===== config.mk =====
export PLATFORM = sky130hd
export DESIGN_NAME = d_merge_logic
export DESIGN_NICKNAME = d
export VERILOG_FILES = /design/src/rtl/d_merge_logic_pkg.sv /design/src/rtl/d_merge_logic_rr_arbiter2.sv /design/src/rtl/d_merge_logic.sv
export SDC_FILE = /design/constraint.sdc
export NUM_CORES = 1
export LEC_CHECK = 0
export BUFFER_PORTS_ARGS = -buffer_cell sky130_fd_sc_hd__buf_2
export CAP_MARGIN = 20
export CORE_MARGIN = 2
export CORE_UTILIZATION = 51
export DETAILED_ROUTE_END_ITERATION = 8
export GPL_TIMING_DRIVEN = 0
export PLACE_DENSITY = 0.9
export SLEW_MARGIN = 20
export SYNTH_ARGS = -nofsm -noshare
export SYNTH_HDL_FRONTEND = slang
export SYNTH_SLANG_ARGS = --single-unit

===== constraint.sdc =====
create_clock -name clk -period 4.3 [get_ports clk]
set_input_delay 0.645 -clock clk [delete_from_list [all_inputs] [get_ports clk]]
set_output_delay 0.645 -clock clk [all_outputs]
set_load 0.02 [all_outputs]

===== src/rtl/d_merge_logic_pkg.sv =====
// Shared definitions for the transmission-layer full/merge logic pair:
// state encoding, default widths and the threshold helper.
package d_merge_logic_pkg;

    localparam int DATA_WIDTH_DEF    = 6;
    localparam int ADDRESS_WIDTH_DEF = 2;

    // A zero threshold means "use the downstream depth".
    localparam logic [3:0] UMBRAL_DEF = 4'd0;

    typedef enum logic [2:0] {
        ST_RESET  = 3'd0,
        ST_INIT   = 3'd1,
        ST_IDLE   = 3'd2,
        ST_ACTIVE = 3'd3,
        ST_ERROR  = 3'd4
    } state_t;

    // True when the programmed threshold cannot be used as-is and the
    // downstream depth must stand in for it.
    function automatic bit threshold_uses_depth(input logic [3:0] umbral,
                                                input int unsigned depth);
        return (umbral == 4'd0) || ({28'd0, umbral} > depth);
    endfunction

endpackage


===== src/rtl/d_merge_logic_rr_arbiter2.sv =====
// Two-input round-robin grant. The pointer only moves when both inputs
// compete, so a lone requester never steals the other side's next turn.
module rr_arbiter2 (
    input  logic       clk,
    input  logic       reset,
    input  logic       en,
    input  logic [1:0] req,
    output logic [1:0] gnt
);

    logic ptr_q;   // 0: input 0 wins a tie, 1: input 1 wins a tie

    // Grant one requester when enabled; ties resolved by the pointer.
    always_comb begin
        gnt = 2'b00;
        if (en) begin
            case (req)
                2'b01:   gnt = 2'b01;
                2'b10:   gnt = 2'b10;
                2'b11:   gnt = ptr_q ? 2'b10 : 2'b01;
                default: gnt = 2'b00;
            endcase
        end
    end

    // Hand priority to the loser after every contested grant.
    always_ff @(posedge clk) begin
        if (reset) begin
            ptr_q <= 1'b0;
        end else if (en && (req == 2'b11)) begin
            ptr_q <= ~ptr_q;
        end
    end

endmodule


===== src/rtl/d_merge_logic.sv =====
// Egress merge: drains destination FIFOs D0/D1 into one stream, gated by
// a credit counter that mirrors the downstream output FIFO occupancy.
//
// state  | meaning
// RESET  | first cycle after reset, nothing running
// INIT   | threshold being (re)loaded, no pops
// IDLE   | sources empty or no credit to start
// ACTIVE | arbitrating and popping sources
// ERROR  | credit underflow/overflow seen, sticky until reset
module d_merge_logic
    import d_merge_logic_pkg::*;
#(
    parameter int data_width    = DATA_WIDTH_DEF,
    parameter int address_width = ADDRESS_WIDTH_DEF
) (
    input  logic                   clk,
    input  logic                   reset,
    input  logic                   init,
    input  logic [3:0]             umbral_Ds,
    input  logic                   empty_D0,
    input  logic                   empty_D1,
    input  logic [data_width-1:0]  data_D0,
    input  logic [data_width-1:0]  data_D1,
    input  logic                   out_pop,
    output logic                   D0_pop,
    output logic                   D1_pop,
    output logic [data_width-1:0]  data_out,
    output logic                   valid_out,
    output logic [address_width:0] credit_cnt,
    output logic                   idle_out,
    output logic                   active_out,
    output logic                   error_out
);

    localparam int unsigned             DEPTH   = 2 ** address_width;
    localparam logic [address_width:0]  DEPTH_C = (address_width + 1)'(DEPTH);
    localparam logic [address_width:0]  ONE_C   = (address_width + 1)'(1);

    state_t                 state_q, state_n;
    logic [3:0]             umbral_q;
    logic [address_width:0] limit;
    logic                   credit_ok;
    logic                   pop_en;
    logic [1:0]             req, gnt;
    logic                   pop_any;
    logic                   underflow, overflow, err_now;
    logic                   src_sel_q;   // source of the word now on data_out

    // Effective threshold: the latched value, or the depth when it is unusable.
    always_comb begin
        limit = DEPTH_C;
        if (!threshold_uses_depth(umbral_q, DEPTH)) begin
            limit = (address_width + 1)'(umbral_q);
        end
    end

    assign credit_ok = (credit_cnt < limit);
    assign req       = {~empty_D1, ~empty_D0};

    // Pops are combinational so the empty flags are never over-run; reset and
    // init cut them off in the very cycle they are raised.
    assign pop_en = (state_q == ST_ACTIVE) && !reset && !init && credit_ok;

    rr_arbiter2 u_arb (
        .clk   (clk),
        .reset (reset),
        .en    (pop_en),
        .req   (req),
        .gnt   (gnt)
    );

    assign D0_pop  = gnt[0];
    assign D1_pop  = gnt[1];
    assign pop_any = D0_pop | D1_pop;

    // A pop cancels a simultaneous out_pop, so neither can fault in that case.
    assign underflow = out_pop && !pop_any && (credit_cnt == '0);
    assign overflow  = pop_any && !out_pop && (credit_cnt == DEPTH_C);
    assign err_now   = (state_q != ST_RESET) && (underflow || overflow);

    // Source FIFO data arrives one cycle after the pop, so the output word is
    // selected from the live read data using the registered source select.
    assign data_out = valid_out ? (src_sel_q ? data_D1 : data_D0) : '0;

    // Next-state logic.
    always_comb begin
        state_n = state_q;
        case (state_q)
            ST_RESET: state_n = ST_INIT;
            ST_INIT: begin
                if (err_now)    state_n = ST_ERROR;
                else if (!init) state_n = ST_IDLE;
            end
            ST_IDLE: begin
                if (err_now)                      state_n = ST_ERROR;
                else if (init)                    state_n = ST_INIT;
                else if ((|req) && credit_ok)     state_n = ST_ACTIVE;
            end
            ST_ACTIVE: begin
                if (err_now)                      state_n = ST_ERROR;
                else if (init)                    state_n = ST_INIT;
                else if (!(|req) && !valid_out)   state_n = ST_IDLE;
            end
            ST_ERROR: state_n = ST_ERROR;
            default:  state_n = ST_RESET;
        endcase
    end

    // State register.
    always_ff @(posedge clk) begin
        if (reset) state_q <= ST_RESET;
        else       state_q <= state_n;
    end

    // Threshold is tracked continuously while in INIT.
    always_ff @(posedge clk) begin
        if (reset) begin
            umbral_q <= UMBRAL_DEF;
        end else if (state_q == ST_INIT) begin
            umbral_q <= umbral_Ds;
        end
    end

    // Credit reserved at pop time, released on out_pop; held on any fault.
    always_ff @(posedge clk) begin
        if (reset) begin
            credit_cnt <= '0;
        end else if ((state_q != ST_RESET) && !underflow && !overflow) begin
            if (pop_any && !out_pop)      credit_cnt <= credit_cnt + ONE_C;
            else if (out_pop && !pop_any) credit_cnt <= credit_cnt - ONE_C;
        end
    end

    // Output strobe and source select for the word popped last cycle.
    always_ff @(posedge clk) begin
        if (reset) begin
            valid_out <= 1'b0;
            src_sel_q <= 1'b0;
        end else begin
            valid_out <= pop_any;
            if (pop_any) src_sel_q <= D1_pop;
        end
    end

    // Status flags registered from the next state so they match state_q.
    always_ff @(posedge clk) begin
        if (reset) begin
            idle_out   <= 1'b0;
            active_out <= 1'b0;
            error_out  <= 1'b0;
        end else begin
            idle_out   <= (state_n == ST_IDLE);
            active_out <= (state_n == ST_ACTIVE);
            error_out  <= (state_n == ST_ERROR);
        end
    end

endmodule


# == Word-level counts from Yosys, hierarchy flattened ==
# Cells that the tools add are included.
# word_totals
ff_bits,16
out_inout_bits,15
# op_classes
mux,17
n_bitwise,4
eq_ne,11
n_lt_le_gt_ge,2
n_addsub,2
n_reduce_logical,30
# ops
operator,count
$mux 3,11
$pmux 3 s5,1
$logic_and 1x1->1,13
$eq 3x2->1 const B,4
$mux 6,2
$eq 3x3->1 const B,3
$logic_not 1->1,8
$logic_not 3->1,2
$pmux 2 s3,1
$eq 2x2->1 const B,2
$gt 4x3->1 const B,1
$logic_not 4->1,1
$mux 2,2
$add 3x1->3 const B,1
$eq 3x1->1 const B,1
$lt 3x3->1,1
$not 1->1,3
$reduce_bool 3->1,1
$sub 3x1->3 const B,1
$eq 2x1->1 const B,1
$logic_or 1x1->1,2
$reduce_and 2->1,1
$reduce_bool 2->1,1
$reduce_or 2->1,1
$or 1x1->1,1

# == Depth between registers and ports, before layout ==
# depth
ltp_word,15
ltp_mapped,13
ltp_nobuf,13

# == By module ==
# Synthesis repeated with hierarchy kept, for this count alone.
# hier_totals
cells_unflattened,108
hier_area_um2,922.1
# modules_own_cells
mod,cells_per_inst,n_inst,seq_area_each_um2,area_per_inst_um2
d_merge_logic,98,1,300.3,849.6
rr_arbiter2,10,1,20.0,72.6

# == Least setup slack after synthesis ==
# Ideal clock, no wire load.
# synth_timing
kind,input to register
from,input init
to,register credit_cnt[2]
cell_stages,10
path_slack_ns,1.602
arrival_time_ns,2.570
setup_ns,0.128
path_buffers,0
path_cell_list,nor4b_4 -> o2111ai_2 -> a21oi_1 -> ha_1 -> inv_1 -> fa_1 -> xor2_1 -> a2111oi_2 -> xnor2_1 -> nor2_1
# synth_between
elab_chain_len,12
# synth_lines
item,line_no,text
start: declaration,d_merge_logic.sv:18,"input logic init,"
$logic_not 1->1 *,--,
$logic_and 1x1->1 * (2 in a row),d_merge_logic.sv:62,assign pop_en = (state_q == ST_ACTIVE) && !reset && !init && credit_ok;
$mux 2 *,d_merge_logic_rr_arbiter2.sv:16,if (en) begin
$or 1x1->1 *,d_merge_logic.sv:74,assign pop_any = D0_pop | D1_pop;
net pop_any,d_merge_logic.sv:45,logic pop_any;
$logic_not 1->1,"d_merge_logic.sv:77, d_merge_logic.sv:130",
$logic_and 1x1->1,"d_merge_logic.sv:77, d_merge_logic.sv:130",
$logic_and 1x1->1,d_merge_logic.sv:77,assign underflow = out_pop && !pop_any && (credit_cnt == '0);
$logic_not 1->1,d_merge_logic.sv:128,end else if ((state_q != ST_RESET) && !underflow && !overflow) begin
$logic_and 1x1->1 (2 in a row),d_merge_logic.sv:128,
$reduce_and 2->1 (no source line),--,
end signal: assignment,d_merge_logic.sv:129,if (pop_any && !out_pop) credit_cnt <= credit_cnt + ONE_C;
end signal: assignment,d_merge_logic.sv:130,else if (out_pop && !pop_any) credit_cnt <= credit_cnt - ONE_C;
end: declaration,d_merge_logic.sv:29,"output logic [address_width:0] credit_cnt,"
# Mark *: on every way through the listed nets, which the timed path passes. The rest lies on a longest branch.
# A chain may end at the register's enable or synchronous reset.

# == Worst setup path after layout ==
# layout_timing
from,register umbral_q[3]
to,register credit_cnt[2]
# layout_between
elab_chain_len,14
# layout_lines
item,line_no,text
start: declaration,d_merge_logic.sv:40,logic [3:0] umbral_q;
start signal: assignment,d_merge_logic.sv:120,umbral_q <= umbral_Ds;
$gt 4x3->1 / $logic_not 4->1 (equally long branches),d_merge_logic_pkg.sv:23,"return (umbral == 4'd0) || ({28'd0, umbral} > depth);"
$logic_or 1x1->1 *,d_merge_logic_pkg.sv:23,
$mux 3 *,d_merge_logic.sv:52,"if (!threshold_uses_depth(umbral_q, DEPTH)) begin"
$lt 3x3->1 *,d_merge_logic.sv:57,assign credit_ok = (credit_cnt < limit);
$logic_and 1x1->1 *,d_merge_logic.sv:62,
$mux 2 *,d_merge_logic_rr_arbiter2.sv:16,
$or 1x1->1 *,d_merge_logic.sv:74,
net pop_any,d_merge_logic.sv:45,
$logic_not 1->1,"d_merge_logic.sv:77, d_merge_logic.sv:130",
$logic_and 1x1->1,"d_merge_logic.sv:77, d_merge_logic.sv:130",
$logic_and 1x1->1,d_merge_logic.sv:77,
$logic_not 1->1,d_merge_logic.sv:128,
$logic_and 1x1->1 (2 in a row),d_merge_logic.sv:128,
$reduce_and 2->1 (no source line),--,
# Marks and branches as above.

==> impl_metrics.csv <==
group,metric,value,unit
worst_setup_path,worstSetupStartpointType,"flip-flop",
clock_network,ctsResizeCount,0,
final_layout,multi_input_area,589,sq um
clock_network,cts_tree,"built",
placement,port_buffers,35,
timing,timing.final.crit_share,0.687,
placement,place.gp.congestion,0.764,
logic_synthesis,synthDistinctLibCells,32,
clock_network,cts_sinks,16,
timing,hold_viol,0,
logic_synthesis,synthCells,102,
worst_setup_path,critPathMaxFanout,6,
logic_synthesis,syn-cell-area,936,sq um
timing,tns,0,ps
floorplan,pin_count,37,
final_layout,antenna_cells,0,
clock_network,insertion_delay,290,ps
grt,track_usage,0.196,
floorplan,rows,15,
timing,tightest_slew,539,ps
floorplan,die_w,46.8,um
placement,detailed_place_hpwl,1610,um
logic_synthesis,ys_ff_latch,16,
grt,antenna_found_initial,0,
routing,route.detailed.drc,0,
floorplan,dieArea,0.00219,sq mm
final_layout,nNetsFinal,169,
worst_setup_path,crit_path_end_kind,"flip-flop",
logic_synthesis,synth_area_per_cell,9.18,sq um
run_status,status,"complete, no violations",
clock_network,cts_hold_buf,0,
final_layout,drive_above_1_share,0.326,
worst_setup_path,critPathSlowestCell,"fa_1",
timing,fmax,0.339,GHz
grt,grt-ovfl-total,0,
final_layout,nFillCells,154,
timing,min_period,2950,ps
logic_synthesis,ys_warn_count,0,
worst_setup_path,worstReg2RegStart,"umbral_q[3]",
clock_network,cts_buffers,3,
hold_path,hold_class,"reg -> reg",
power,leakage,0.000520,uW
clock_network,cts_root_buf,"clkbuf_4",
routing,viasPerCell,5.37,
timing,final_max_slew_viol_count,0,
floorplan,die_h,46.8,um
hold_path,min_from,"u_arb.ptr_q",
grt,grt_pass1_vias,765,
job,cap_violations,0,
floorplan,core,0.00173,sq mm
clock_network,clk_path_buf_depth,2,
logic_synthesis,seq_area_frac_synth,0.342,
power,ir_drop,0.273,mV
routing,vias,892,
logic_synthesis,synth_nets,129,
final_layout,finish.utilization,0.683,
worst_setup_path,path_class,"reg -> reg",
routing,routedWlPerCell,11.9,um
timing,fin_skew,5.11,ps
timing,setup-violations-final,0,
worst_setup_path,startpoint,"umbral_q[3]",
worst_setup_path,crit_arrival,3130,ps
timing,rsz0062_at_grt,"no",
clock_network,htreeDepth,1,
clock_network,path_clk_slew,90,ps
grt,grt_max_degree,11,
final_layout,layout.area.seq,320,sq um
final_layout,syn_to_final_growth,25.9,%
routing,first_pass_iters,4,
timing,relSlewSlack,0.638,
routing,drt_iter0_markers,16,
floorplan,start_util,0.542,
worst_setup_path,max_stage_delay,380,ps
worst_setup_path,cp.required,4480,ps
clock_network,post_cts_buffers,0,
routing,ant_nets,0,
power,power_density,344,mW/mm^2
worst_setup_path,crit_chain,"nor2_1, o21a_1, ha_1, nand2_1, o2111ai_2, a21oi_1, ha_1, inv_1, fa_1, xor2_1, a2111oi_2, xnor2_1, nor2_1",
grt,grt_pass1_wl,2990,um
routing,wl,1980,um
==> synth_stat cells (all sizes together) <==
master	n	area (sq um)
nand2b	2	12.5
nor4b	4	56.3
nor3	4	20.0
nor2	12	45.0
ha	4	50.1
or3	1	6.26
a21oi	7	35.0
o211ai	1	7.51
o21a	1	7.51
nor2b	8	50.1
nor3b	1	12.5
nand2	5	18.8
mux2i	12	120
mux2	1	11.3
and2	1	6.26
a211oi	1	7.51
a2111oi	1	15.0
and3b	1	8.76
o21ai	4	20.0
o2111ai	2	23.8
xnor2	1	8.76
or2	1	6.26
nor4	1	6.26
nand3	1	5.00
dfxtp	16	320
xor2	1	8.76
fa	1	20.0
clkbuf	3	11.3
inv	4	15.0
==> sequential cells by signal, indices dropped and copies added, names as in the netlist <==
register / count
error_out: 1
credit_cnt: 3
idle_out: 1
src_sel_q: 1
u_arb.ptr_q: 1
active_out: 1
umbral_q: 4
valid_out: 1
state_q: 3
==> area by class of cell <==
class / count / area share
buffer: 3 / 0.00955
clock buffer: 4 / 0.0308
inverter: 4 / 0.0127
multi-input combinational: 79 / 0.500
sequential: 16 / 0.272
tap: 25 / 0.0265
timing repair buffer: 35 / 0.149
==> cells in the final DEF (no fill, tap or decap), drive strengths merged <==
cell and count:
buf 35, nand2b 2, or2 1, nand2 5, a21oi 7, fa 1
nor2 12, mux2 1, ha 4, and2 1, a2111oi 1, and3b 1
inv 4, xor2 1, nor3b 1, clkbuf 7, nor2b 8, nor3 4
dfxtp 16, nor4b 4, o2111ai 2, o211ai 1, mux2i 12, xnor2 1
o21a 1, or3 1, nor4 1, a211oi 1, o21ai 4, nand3 1
==> critical path, delay by kind of cell (launching register included) <==
kind / cells / cell delay [ps]
XOR/XNOR: 2 / 320
buffers and inverters: 1 / 80
adder cells (fa/ha/maj): 3 / 890
AO/OA/AOI/OAI: 4 / 930
flip-flops: 1 / 340
AND/OR/NAND/NOR: 3 / 300
==> where the power goes <==
part	internal (uW)	total (uW)	switching, uW
logic	54.7	120	64.9
clock network	51.6	99.8	48.1
registers	164	186	21.2
==> stage by stage <==
stage	worst slack (ps)	area (sq um)	total power, uW	cells	hold WS [ps]
floorplan	1600	936	271	102	452
global placement	1320	1140	300	162	471
detailed placement	1240	1140	308	162	480
CTS	1350	1180	407	166	495
global route	1150	1180	427	166	534
finish	1350	1180	405	166	497
==> final timing paths <==
check | slack (ps) | cells after the start | endpoint
hold reg to reg | 500 | 1 | u_arb.ptr_q
setup reg to reg | 1350 | 13 | credit_cnt[2]
hold / removal | 500 | 1 | u_arb.ptr_q
setup / recovery | 1350 | 13 | credit_cnt[2]
==> logic make-up (layout without fill, tap and decap cells) <==
group / after synthesis / in the layout / synth area share
compound gates: 17 / 17 / 0.124
xor+xnor: 2 / 2 / 0.0187
fa+ha+maj: 5 / 5 / 0.0749
buf+inv: 7 / 46 / 0.0281
flops: 16 / 16 / 0.342
mux: 13 / 13 / 0.140
simple gates: 42 / 42 / 0.271
==> metal layers <==
| layer | track usage | wire (um) | part of all wire | vias to the layer above |
|---|---|---|---|---|
| li1 | - | - | - | 444 |
| met1 | 0.205 | 817 | 0.41 | 410 |
| met2 | 0.359 | 969 | 0.49 | 34 |
| met3 | 0.0385 | 149 | 0.075 | 4 |
| met4 | 0.117 | 44 | 0.022 | 0 |
| met5 | 0 | 0 | 0 | - |
No activity file was read; power rests on OpenSTA's default activity.
